[src/rtl/fft_agu.sv]
// Address generator for an in-place radix-2 DIT FFT: issues butterfly reads and delayed writes per stage.
// Optional FFT_AGU_PERF_EN adds a 32-bit busy-cycle counter output cycle_cnt.
module fft_agu #(
  parameter int LOG2N   = 10,
  parameter int MEM_LAT = 1,
  parameter int BFU_LAT = 4
) (
  input  logic             clk,
  input  logic             rst_n,
  input  logic             start,
  output logic             busy,
  output logic             done,
  output logic [3:0]       stage,
  output logic             rd_en,
  output logic [LOG2N-1:0] rd_addr_a,
  output logic [LOG2N-1:0] rd_addr_b,
  output logic [LOG2N-2:0] tw_addr,
  output logic             wr_en,
  output logic [LOG2N-1:0] wr_addr_a,
  output logic [LOG2N-1:0] wr_addr_b
`ifdef FFT_AGU_PERF_EN
  ,
  output logic [31:0]      cycle_cnt
`endif
);

  localparam int D      = MEM_LAT + BFU_LAT;
  localparam int DW     = $clog2(D + 1);
  localparam int KW     = LOG2N - 1;
  localparam logic [3:0] LAST_S = 4'(LOG2N - 1);

  typedef enum logic [1:0] {IDLE, RUN, DRAIN, DONE} state_t;

  state_t          state, state_nx;
  logic [KW-1:0]   k, k_nx;
  logic [3:0]      s, s_nx;
  logic [DW-1:0]   dcnt, dcnt_nx;

  always_ff @(posedge clk) begin
    if (!rst_n) begin
      state <= IDLE;
      k     <= '0;
      s     <= '0;
      dcnt  <= '0;
    end else begin
      state <= state_nx;
      k     <= k_nx;
      s     <= s_nx;
      dcnt  <= dcnt_nx;
    end
  end

  // k parks at its last value through DRAIN and restarts at 0 only when the next stage begins.
  always_comb begin
    state_nx = state;
    k_nx     = k;
    s_nx     = s;
    dcnt_nx  = dcnt;
    case (state)
      IDLE: begin
        if (start) begin
          state_nx = RUN;
          k_nx     = '0;
          s_nx     = '0;
        end
      end
      RUN: begin
        if (k == '1) begin
          state_nx = DRAIN;
          dcnt_nx  = '0;
        end else begin
          k_nx = k + 1'b1;
        end
      end
      DRAIN: begin
        if (dcnt == DW'(D - 1)) begin
          if (s == LAST_S) begin
            state_nx = DONE;
          end else begin
            state_nx = RUN;
            s_nx     = s + 1'b1;
            k_nx     = '0;
          end
        end else begin
          dcnt_nx = dcnt + 1'b1;
        end
      end
      DONE: begin
        state_nx = IDLE;
        k_nx     = '0;
        s_nx     = '0;
      end
      default: state_nx = IDLE;
    endcase
  end

  // Inserting a zero at bit s of k gives (k div half)*2*half + (k mod half).
  logic [LOG2N-1:0] half, mask, kx, addr_a;
  logic [KW-1:0]    j;

  always_comb begin
    half   = {{KW{1'b0}}, 1'b1} << s;
    mask   = half - 1'b1;
    kx     = {1'b0, k};
    addr_a = ((kx & ~mask) << 1) | (kx & mask);
    j      = k & mask[KW-1:0];
  end

  assign busy      = (state == RUN) || (state == DRAIN);
  assign done      = (state == DONE);
  assign stage     = s;
  assign rd_en     = (state == RUN);
  assign rd_addr_a = rd_en ? addr_a : '0;
  assign rd_addr_b = rd_en ? (addr_a | half) : '0;
  assign tw_addr   = rd_en ? (j << (4'(KW) - s)) : '0;

  logic [D-1:0]     vpipe;
  logic [LOG2N-1:0] apipe [D];
  logic [LOG2N-1:0] bpipe [D];

  always_ff @(posedge clk) begin
    if (!rst_n) begin
      vpipe <= '0;
    end else begin
      vpipe[0] <= rd_en;
      for (int unsigned i = 1; i < D; i++) vpipe[i] <= vpipe[i-1];
    end
  end

  always_ff @(posedge clk) begin
    apipe[0] <= rd_addr_a;
    bpipe[0] <= rd_addr_b;
    for (int unsigned i = 1; i < D; i++) begin
      apipe[i] <= apipe[i-1];
      bpipe[i] <= bpipe[i-1];
    end
  end

  assign wr_en     = vpipe[D-1];
  assign wr_addr_a = wr_en ? apipe[D-1] : '0;
  assign wr_addr_b = wr_en ? bpipe[D-1] : '0;

`ifdef FFT_AGU_PERF_EN
  always_ff @(posedge clk) begin
    if (!rst_n) begin
      cycle_cnt <= '0;
    end else if (state == IDLE && start) begin
      cycle_cnt <= '0;
    end else if (busy) begin
      cycle_cnt <= cycle_cnt + 1'b1;
    end
  end
`endif

endmodule

[config.mk]
export PLATFORM = sky130hd
export DESIGN_NAME = fft_agu
export DESIGN_NICKNAME = d
export VERILOG_FILES = /design/src/rtl/fft_agu.sv
export SDC_FILE = /design/constraint.sdc
export NUM_CORES = 1
export LEC_CHECK = 0
export CAP_MARGIN = 20
export CORE_MARGIN = 2
export CORE_UTILIZATION = 40
export DETAILED_ROUTE_END_ITERATION = 10
export PLACE_DENSITY = 0.73
export SETUP_SLACK_MARGIN = 0.15
export SLEW_MARGIN = 10
export SYNTH_ARGS = -nofsm -noshare
export SYNTH_HDL_FRONTEND = slang
export SYNTH_SLANG_ARGS = --single-unit
[constraint.sdc]
create_clock -name clk -period 4.6 [get_ports clk]
set_input_delay 1.15 -clock clk [delete_from_list [all_inputs] [get_ports clk]]
set_output_delay 1.15 -clock clk [all_outputs]
set_load 0.02 [all_outputs]
==> Word-level counts from Yosys, hierarchy flattened <==
Memories as Yosys holds them, arrays and structs flattened.
Index checks and enable logic that the tools add are counted.
{ "classes": {"n_bitwise": 6, "reduce_logical": 8, "eq_ne": 12, "shifts": 2, "n_addsub": 5, "n_mux": 22} }
{ "ops": {"columns": ["op", "count"], "rows": [
  ["9-bit 2-to-1 mux", 5],
  ["10-bit 2-to-1 mux", 4],
  ["9-bit case mux with 4 select lines", 1],
  ["10-bit bitwise OR", 2],
  ["9-bit AND", 2],
  ["4-bit 2-to-1 mux", 3],
  ["4-bit case mux with 3 select lines", 1],
  ["9-bit by 10-bit AND with 10-bit output", 1],
  ["2-bit inequality test, second input constant", 5],
  ["1-bit by 4-bit << shifter with 10-bit output, first input constant", 1],
  ["10-bit by 1-bit subtractor with 10-bit output, second input constant", 1],
  ["9-bit by 1-bit adder with 9-bit output, second input constant", 1],
  ["9-bit equality test, second input constant", 1],
  ["9-bit NOT", 1],
  ["9-bit by 4-bit << shifter with 9-bit output", 1],
  ["2-bit 2-to-1 mux", 4],
  ["2-bit case mux with 4 select lines", 1],
  ["4-bit AND reduction", 2],
  ["3-bit 2-to-1 mux", 2],
  ["3-bit case mux with 2 select lines", 1],
  ["3-bit AND reduction", 2],
  ["4-bit by 1-bit adder with 4-bit output, second input constant", 1],
  ["2-bit equality test, second input constant", 2],
  ["4-bit equality test, second input constant", 1],
  ["9 further kinds", 9]
]} }
{ "word_totals": {"reg_bits": 23, "output_inout_bits": 57, "wordCells": 62, "in_bits": 3, "mem_count": 2, "ram_bits": 100} }
{ "memory_table": {"columns": ["memory", "words", "width", "rd", "rd_clocked_by_memory_dff", "write_ports", "line_no", "source"], "rows": [
  ["apipe", 5, 10, 5, 0, 5, "118", "logic [LOG2N-1:0] apipe [D];"],
  ["bpipe", 5, 10, 5, 0, 5, "119", "logic [LOG2N-1:0] bpipe [D];"]
]} }

==> Longest topological paths before layout <==
Gate-level depths: netlist of run 1.
{ "depth": {"depth_word": 7, "depth_mapped": 12, "ltp_nobuf": 11} }

==> Worst setup path after synthesis of run 1 <==
Ideal clock, no wire load.
{ "synth_timing": {"path_type": "flip-flop to output port", "startpoint": "reg s[1], in the netlist stage[1]", "endpoint": "out tw_addr[5]", "arrival_ns": 3.073, "path_stages_with_launch": 11, "t_required_ns": 3.450, "slack_ns": 0.377, "n_path_buf": 2, "cell_sequence": "dfxtp_1 -> inv_1 -> clkbuf_1 -> ha_1 -> clkbuf_1 -> nand2_1 -> ha_1 -> xor2_1 -> nand2b_1 -> mux2_2 -> o41ai_1"} }
{ "synth_between": {"elab_chain_cells": 5, "word_cells_on_any_way": 6, "classes_between": "add/sub (2); shift (2); mux (1); bitwise (1)"} }
{ "synth_rtl": {"columns": ["item", "line_no", "source"], "rows": [
  ["start, declared", "36", "logic [3:0] s, s_nx;"],
  ["start signal, assigned", "48", "s <= s_nx;"],
  ["1-bit by 4-bit << shifter with 10-bit output", "102", "half = {{KW{1'b0}}, 1'b1} << s;"],
  ["10-bit by 1-bit subtractor with 10-bit output", "103", "mask = half - 1'b1;"],
  ["9-bit AND", "106", "j = k & mask[KW-1:0];"],
  ["9-bit by 4-bit << shifter with 9-bit output *", "115", "assign tw_addr = rd_en ? (j << (4'(KW) - s)) : '0;"],
  ["9-bit 2-to-1 mux *", "115", null],
  ["end, declared", "17", "output logic [LOG2N-2:0] tw_addr,"]
]} }
Mark *: on every way between the ends. The rest lies on a longest branch, timed or not.

==> Worst setup path in the final report of run 1 <==
{ "layout_timing": {"startpoint": "reg s[1], in the netlist stage[1]", "endpoint": "out tw_addr[6]"} }
Same word-level chain as after synthesis.

==> results of run 1 <==
critical path, cell delays in order (launching register included):
cell and delay [ns]:
dfxtp_4 0.38, ha_1 0.25, ha_4 0.22, or4b_1 0.51, a41o_1 0.34, mux2_2 0.28, a221o_1 0.32, a21oi_2 0.12
dlygate4sd2_1 0.34
cell usage after synthesis (3+ instances only):
cell	instances
nor2_1	32
nor2b_1	5
mux2i_1	4
a211oi_1	3
a31o_2	6
o21ai_0	6
dfxtp_1	123
a31oi_1	4
or3_1	3
nand2b_1	4
nand2_1	31
buf_2	4
inv_1	15
nor3_1	8
clkbuf_1	12
o211ai_1	3
and2_1	30
xnor2_1	5
nand3_1	13
xor2_1	4
a21o_1	3
ha_1	17
a21oi_1	16
a22oi_1	4
a21boi_0	3
final cells by class:
class                           instances  share of cell area, %
Timing Repair Buffer                   71                   12.2
Sequential cell                       123                   44.1
Multi-Input combinational cell        239                   29.7
Clock buffer                           17                   7.40
Clock inverter                         15                   2.50
Inverter                               16                   1.12
Tap cell                              136                   3.04
registers in the layout, indices dropped and copies added, names as in the netlist:
| signal | flops |
|---|---|
| apipe | 50 |
| bpipe | 50 |
| dcnt | 3 |
| k | 9 |
| stage | 4 |
| state | 2 |
| vpipe | 5 |
final timing paths:
path                                   start           end  slack [ns]  cells after the start
worst max register to register      stage[0]   bpipe[0][5]        2.18                     10
worst min register to register  bpipe[0][30]  bpipe[0][40]        0.32                      0
worst min-delay path            bpipe[0][30]  bpipe[0][40]        0.32                      0
worst max-delay path                stage[1]    tw_addr[6]        0.19                      8
power by group:
part | leakage (nW) | internal [mW] | switching, mW
Sequential | 0.994 | 1.11 | 0.0232
Combinational | 1.03 | 0.134 | 0.243
Clock | 0.255 | 0.722 | 0.485
per-layer routing:
metal | global-route usage (%) | part of all wire [%] | vias up
met5 | 0 | 0 | -
met4 | 8.55 | 2.2 | 0
met3 | 4.97 | 4.7 | 20
met2 | 26.5 | 48 | 108
met1 | 19.9 | 45 | 1400
li1 | - | - | 1502
placed cells by master (no fill, tap or decap), types with 3 or more instances in the layout:
master	n
xor2_1	3
dlymetal6s2s_1	7
xnor2_1	5
ha_2	3
nand3_1	13
mux2i_1	3
clkinvlp_4	6
nor2b_1	4
or3_1	3
a31oi_1	4
nor2_1	29
nand2_1	31
a21boi_0	3
clkbuf_16	16
inv_1	15
dfxtp_1	121
o21ai_0	6
a31o_2	6
nand2b_1	3
inv_6	4
buf_4	11
nor3_1	7
ha_1	13
clkdlybuf4s50_1	42
a22oi_1	3
nor2_2	3
dlygate4sd2_1	6
and2_1	30
a21o_1	3
a21oi_1	14
clkbuf_2	3
o211ai_1	3
repair_timing:
| item | 4_1_cts | 5_1_grt |
|---|---|---|
| resized for setup | 20 | 36 |
| gates cloned | 0 | 0 |
| setup endpoints to repair | 23 | 23 |
| pin swaps | 2 | 3 |
| setup buffers | 0 | 1 |
| hold buffers | 0 | 0 |
metrics by stage:
stage | utilization, % | instance area (sq um) | worst slack (ns) | hold WS [ns] | power, mW
final | 54.9 | 5600 | 0.192 | 0.322 | 2.72
after global routing | 54.9 | 5600 | 0.0356 | 0.323 | 2.85
after CTS | 53.9 | 5490 | 0.0928 | 0.322 | 2.73
after detailed placement | 48.3 | 4920 | 0.246 | 0.312 | 1.51
after global placement | 48.3 | 4920 | 0.336 | 0.310 | 1.50
after floorplan | - | 4160 | 0.377 | 0.310 | 1.40
cell families after synthesis:
family	count (synthesis)	synth area share, %
simple gates	142	17.8
flops	123	59.2
compound gates	65	11.1
buf+inv	34	3.37
fa+ha+maj	17	5.12
xor+xnor	9	1.90
mux	6	1.51
==> out/metrics.yaml, run 1 <==
power:
  powerDensity_nw_per_um2: 486
  leakage_nw: 2.28
  irDropWorstVdd_mv: 0.191
logic_synthesis:
  synthTopCellsByArea: "dfxtp_1, ha_1, and2_1"
  synthCells: 396
  ys_seq_elements: 123
  synth_warnings: 0
  seq_area_frac_synth_pct: 59.2
  yosysTopAreaCell: "dfxtp_1"
  synth_edf_count: 0
  yosysUniqueCellTypes: 57
  async_flop_share_pct: 0
  synth.avg_cell_area_sq_um: 10.5
  synth_area_sq_um: 4160
  synth_flop_cell: "dfxtp_1"
  synth_top_area_share_pct: 59.2
  syn-num-nets: 416
die:
  initial_core_util_pct: 40.8
  core_sq_um: 10200
  die_w_um: 106
  num_rows: 37
  die_area_sq_um: 11200
  ioPinCount: 60
  die_y_um: 106
timing:
  setup_viol: 0
  tightest_slew_ns: 0.607
  max_freq_mhz: 227
  slew_headroom_pct: 59.2
  rsz0062_at_grt: "yes"
  period_minus_slack_ns: 4.41
  maxSlewViolCount: 0
  period_share_pct: 95.8
  hold_viol_final: 0
  fin_skew_ns: 0.00927
  setup_tns_ns: 0
grt:
  grt_pass1_vias: 2805
  grt_max_degree: 22
  grt_overflow: 0
  antenna_found_initial: 0
  grt_pass1_wl_um: 14200
  grt_usage_pct: 16.5
cts:
  cts_tree: "built"
  clock_sinks: 123
  cts_buffers: 17
  clk_latency_ns: 0.51
  clk_path_buf_depth: 2
  clk_pin_slew_ns: 0.06
  root_buffer: "clkbuf_8"
  htreeDepth: 4
final_layout:
  nets: 488
  syn2layout_area_growth_pct: 34.6
  multiInputGateArea_sq_um: 1660
  antenna_cells: 0
  fillers: 892
  finalNonFillerCells: 617
  drive_above_1_share_pct: 17.7
  seqCellArea_sq_um: 2470
worst_hold_path:
  hp-class: "flip-flop to flip-flop"
worst_setup_path:
  worstPathMaxFanout: 10
  crit_path_start_kind: "flip-flop"
  required_ns: 3.45
  critPathArrivalTime_ns: 3.26
  critPathKind: "flip-flop to output port"
  endpoint_kind: "output port"
route:
  drc: 0
  first_iter_violations: 300
  viasPerCell: 4.91
  wire_per_inst_um: 14.4
  antenna_left: 0
  drt-pass1-iter-count: 5
  num_vias: 3030
  routed_wl_um: 8910
placed_design:
  gp_congestion: 0.904
  port_buffers: 59
  place_hpwl_um: 6010
  dp.cells: 584
run_status:
  outcome: "completed"
flow_run:
  maxCapViolCount: 0
(Power assumes the default switching activity.)
==> run 2, diff against run 1 <==
--- a/config.mk
+++ b/config.mk
@@ -6,9 +6,9 @@
 export NUM_CORES = 1
 export LEC_CHECK = 0
 export CAP_MARGIN = 20
-export CORE_MARGIN = 2
 export CORE_UTILIZATION = 40
 export DETAILED_ROUTE_END_ITERATION = 10
+export GPL_ROUTABILITY_DRIVEN = 0
 export PLACE_DENSITY = 0.73
 export SETUP_SLACK_MARGIN = 0.15
 export SLEW_MARGIN = 10
==> constraint.sdc (replaced) <==
create_clock -name clk -period 4.6 [get_ports clk]
set_input_delay 0.92 -clock clk [delete_from_list [all_inputs] [get_ports clk]]
set_output_delay 0.92 -clock clk [all_outputs]
set_load 0.02 [all_outputs]
==> out/metrics.yaml, run 2 (synthesized netlist as in run 1, its figures left out) <==
final_layout:
  layout_common_cells: "dfxtp_1, clkdlybuf4s50_1, nand2_1, and2_1, nor2_1"
  antenna_cells: 0
  postLayoutCellArea_sq_um: 5610
  reg_top3: "apipe x50, bpipe x50, k x9"
  syn2layout_area_growth_pct: 34.9
  nets: 483
  fillers: 846
  mostFrequentLayoutCell: "dfxtp_1"
  drive_above_1_share_pct: 13.9
route:
  viasPerCell: 5.02
  routed_wl_um: 8730
  antenna_left: 0
  num_vias: 3057
  drc: 0
  wire_per_inst_um: 14.3
  drt-pass1-iter-count: 5
  first_iter_violations: 227
cts:
  clk_path_buf_depth: 2
  clk_latency_ns: 0.51
  clk_pin_slew_ns: 0.06
  root_buffer: "clkbuf_8"
  hold_buffers: 0
  htreeDepth: 4
  clock_sinks: 123
  cts_tree: "built"
  cts_buffers: 17
die:
  core_sq_um: 9910
  num_rows: 36
  initial_core_util_pct: 41.9
  ioPinCount: 60
  die_y_um: 104
  die_w_um: 104
  die_area_sq_um: 10800
grt:
  grtUsageMet3_pct: 5.39
  grt_pass1_vias: 2809
  grtUsageMet2_pct: 27.4
  met1_usage_pct: 19.4
  grt_pass1_wl_um: 13800
  grt.busiest_layer: "met2"
  grt_usage_pct: 16.8
  antenna_found_initial: 0
  grt_max_degree: 22
  grt_overflow: 0
power:
  powerDensity_nw_per_um2: 525
  irDropWorstVdd_mv: 0.235
  leakage_nw: 2.24
worst_setup_path:
  cp_slowest_cell: "clkdlybuf4s50_1"
  crit_path_max_incr_delay_ns: 0.60
  endpoint_kind: "output port"
  worstPathMaxFanout: 17
  crit_chain: "inv_1 -> ha_4 -> or4b_1 -> a41o_1 -> a21boi_0 -> nor2_1 -> a31o_2 -> clkdlybuf4s50_1"
  rr_startpoint: "stage[0]"
  required_ns: 3.68
  ff2ff_setup_slack_ns: 2.11
  rr_endpoint: "bpipe[0][5]"
  cp-startpoint: "stage[2]"
  crit_path_start_kind: "flip-flop"
  critPathKind: "flip-flop to output port"
  critPathArrivalTime_ns: 3.43
  r2r_cells: 10
  crit_end: "rd_addr_b[5]"
placed_design:
  place_hpwl_um: 5650
  port_buffers: 59
  placedInstanceArea_sq_um: 4870
timing:
  max_freq_mhz: 230
  period_minus_slack_ns: 4.35
  slew_headroom_pct: 56.2
  whs_ns: 0.319
  hold_viol_final: 0
  setup_tns_ns: 0
  rsz0062_at_grt: "yes"
  period_share_pct: 94.5
  maxSlewViolCount: 0
  tightest_slew_ns: 0.651
  setup_viol: 0
  fin_skew_ns: 0.00742
worst_hold_path:
  hp-class: "flip-flop to flip-flop"
run_status:
  outcome: "completed"
flow_run:
  maxCapViolCount: 0
==> run 2: cell count changes in the layout (fill, tap and decap cells not counted), sizes merged <==
cell / before / now
clkdlybuf4s50: 42 / 53
buf: 12 / 7
bufinv: 1 / 5
dlygate4sd2: 6 / 2
clkbuf: 20 / 17
clkinvlp: 6 / 3
dlymetal6s2s: 7 / 4
clkdlybuf4s15: 1 / 0
clkinv: 3 / 2
==> run 2: final cells by class <==
type | instances | area [sq um] | area share (%)
repair buffers | 66 | 654 | 11.7
well taps | 133 | 166 | 2.97
multi-input cells | 239 | 1610 | 28.7
inverters | 16 | 68.8 | 1.23
clock inverters | 15 | 231 | 4.13
flip-flops and latches | 123 | 2460 | 44.0
clock buffers | 17 | 414 | 7.39
==> run 2: critical path, delay by kind of cell (launching register included) <==
family	cells	cell delay, ns
buf+inv	2	0.80
simple gates	2	0.72
compound gates	3	0.64
flops	1	0.53
fa+ha+maj	1	0.24
==> run 2: through the flow <==
stage          std cells  total power [mW]  util [%]  setup WS [ns]
3_3_place_gp         575              1.50      49.2          0.375
6_report             609              2.94      56.6          0.253
5_1_grt              609              3.05      56.6         0.0478
4_1_cts              608              2.96      56.1          0.108
2_1_floorplan        396              1.40         -          0.607
3_5_place_dp         575              1.51      49.2          0.347
==> run 2: layer usage <==
metal	vias to the layer above	wire [um]
li1	1486	-
met1	1428	3740
met2	126	4230
met3	17	528
met4	0	237
met5	-	0
==> run 2: report_power, final <==
group	switching (mW)	total [mW]	internal [mW]
logic	0.237	0.365	0.128
registers	0.0257	1.14	1.11
clock network	0.494	1.44	0.945
total	0.757	2.94	2.18
==> run 2: worst min-delay path by stage <==
stage	startpoint	endpoint	slack, ns	cells after the start
global placement	bpipe[0][25]	bpipe[0][35]	0.31	0
detailed placement	apipe[0][3]	apipe[0][13]	0.31	0
CTS	apipe[0][27]	apipe[0][37]	0.32	0
global route	bpipe[0][23]	bpipe[0][33]	0.32	0
floorplan	apipe[0][0]	apipe[0][10]	0.31	0
finish	apipe[0][27]	apipe[0][37]	0.32	0
==> run 2: timing repair <==
item | in CTS | in global routing
hold endpoints to repair | 0 | 0
setup buffers | 1 | 1
pin swaps | 1 | 2
setup endpoints to repair | 20 | 14
resized for setup | 13 | 11
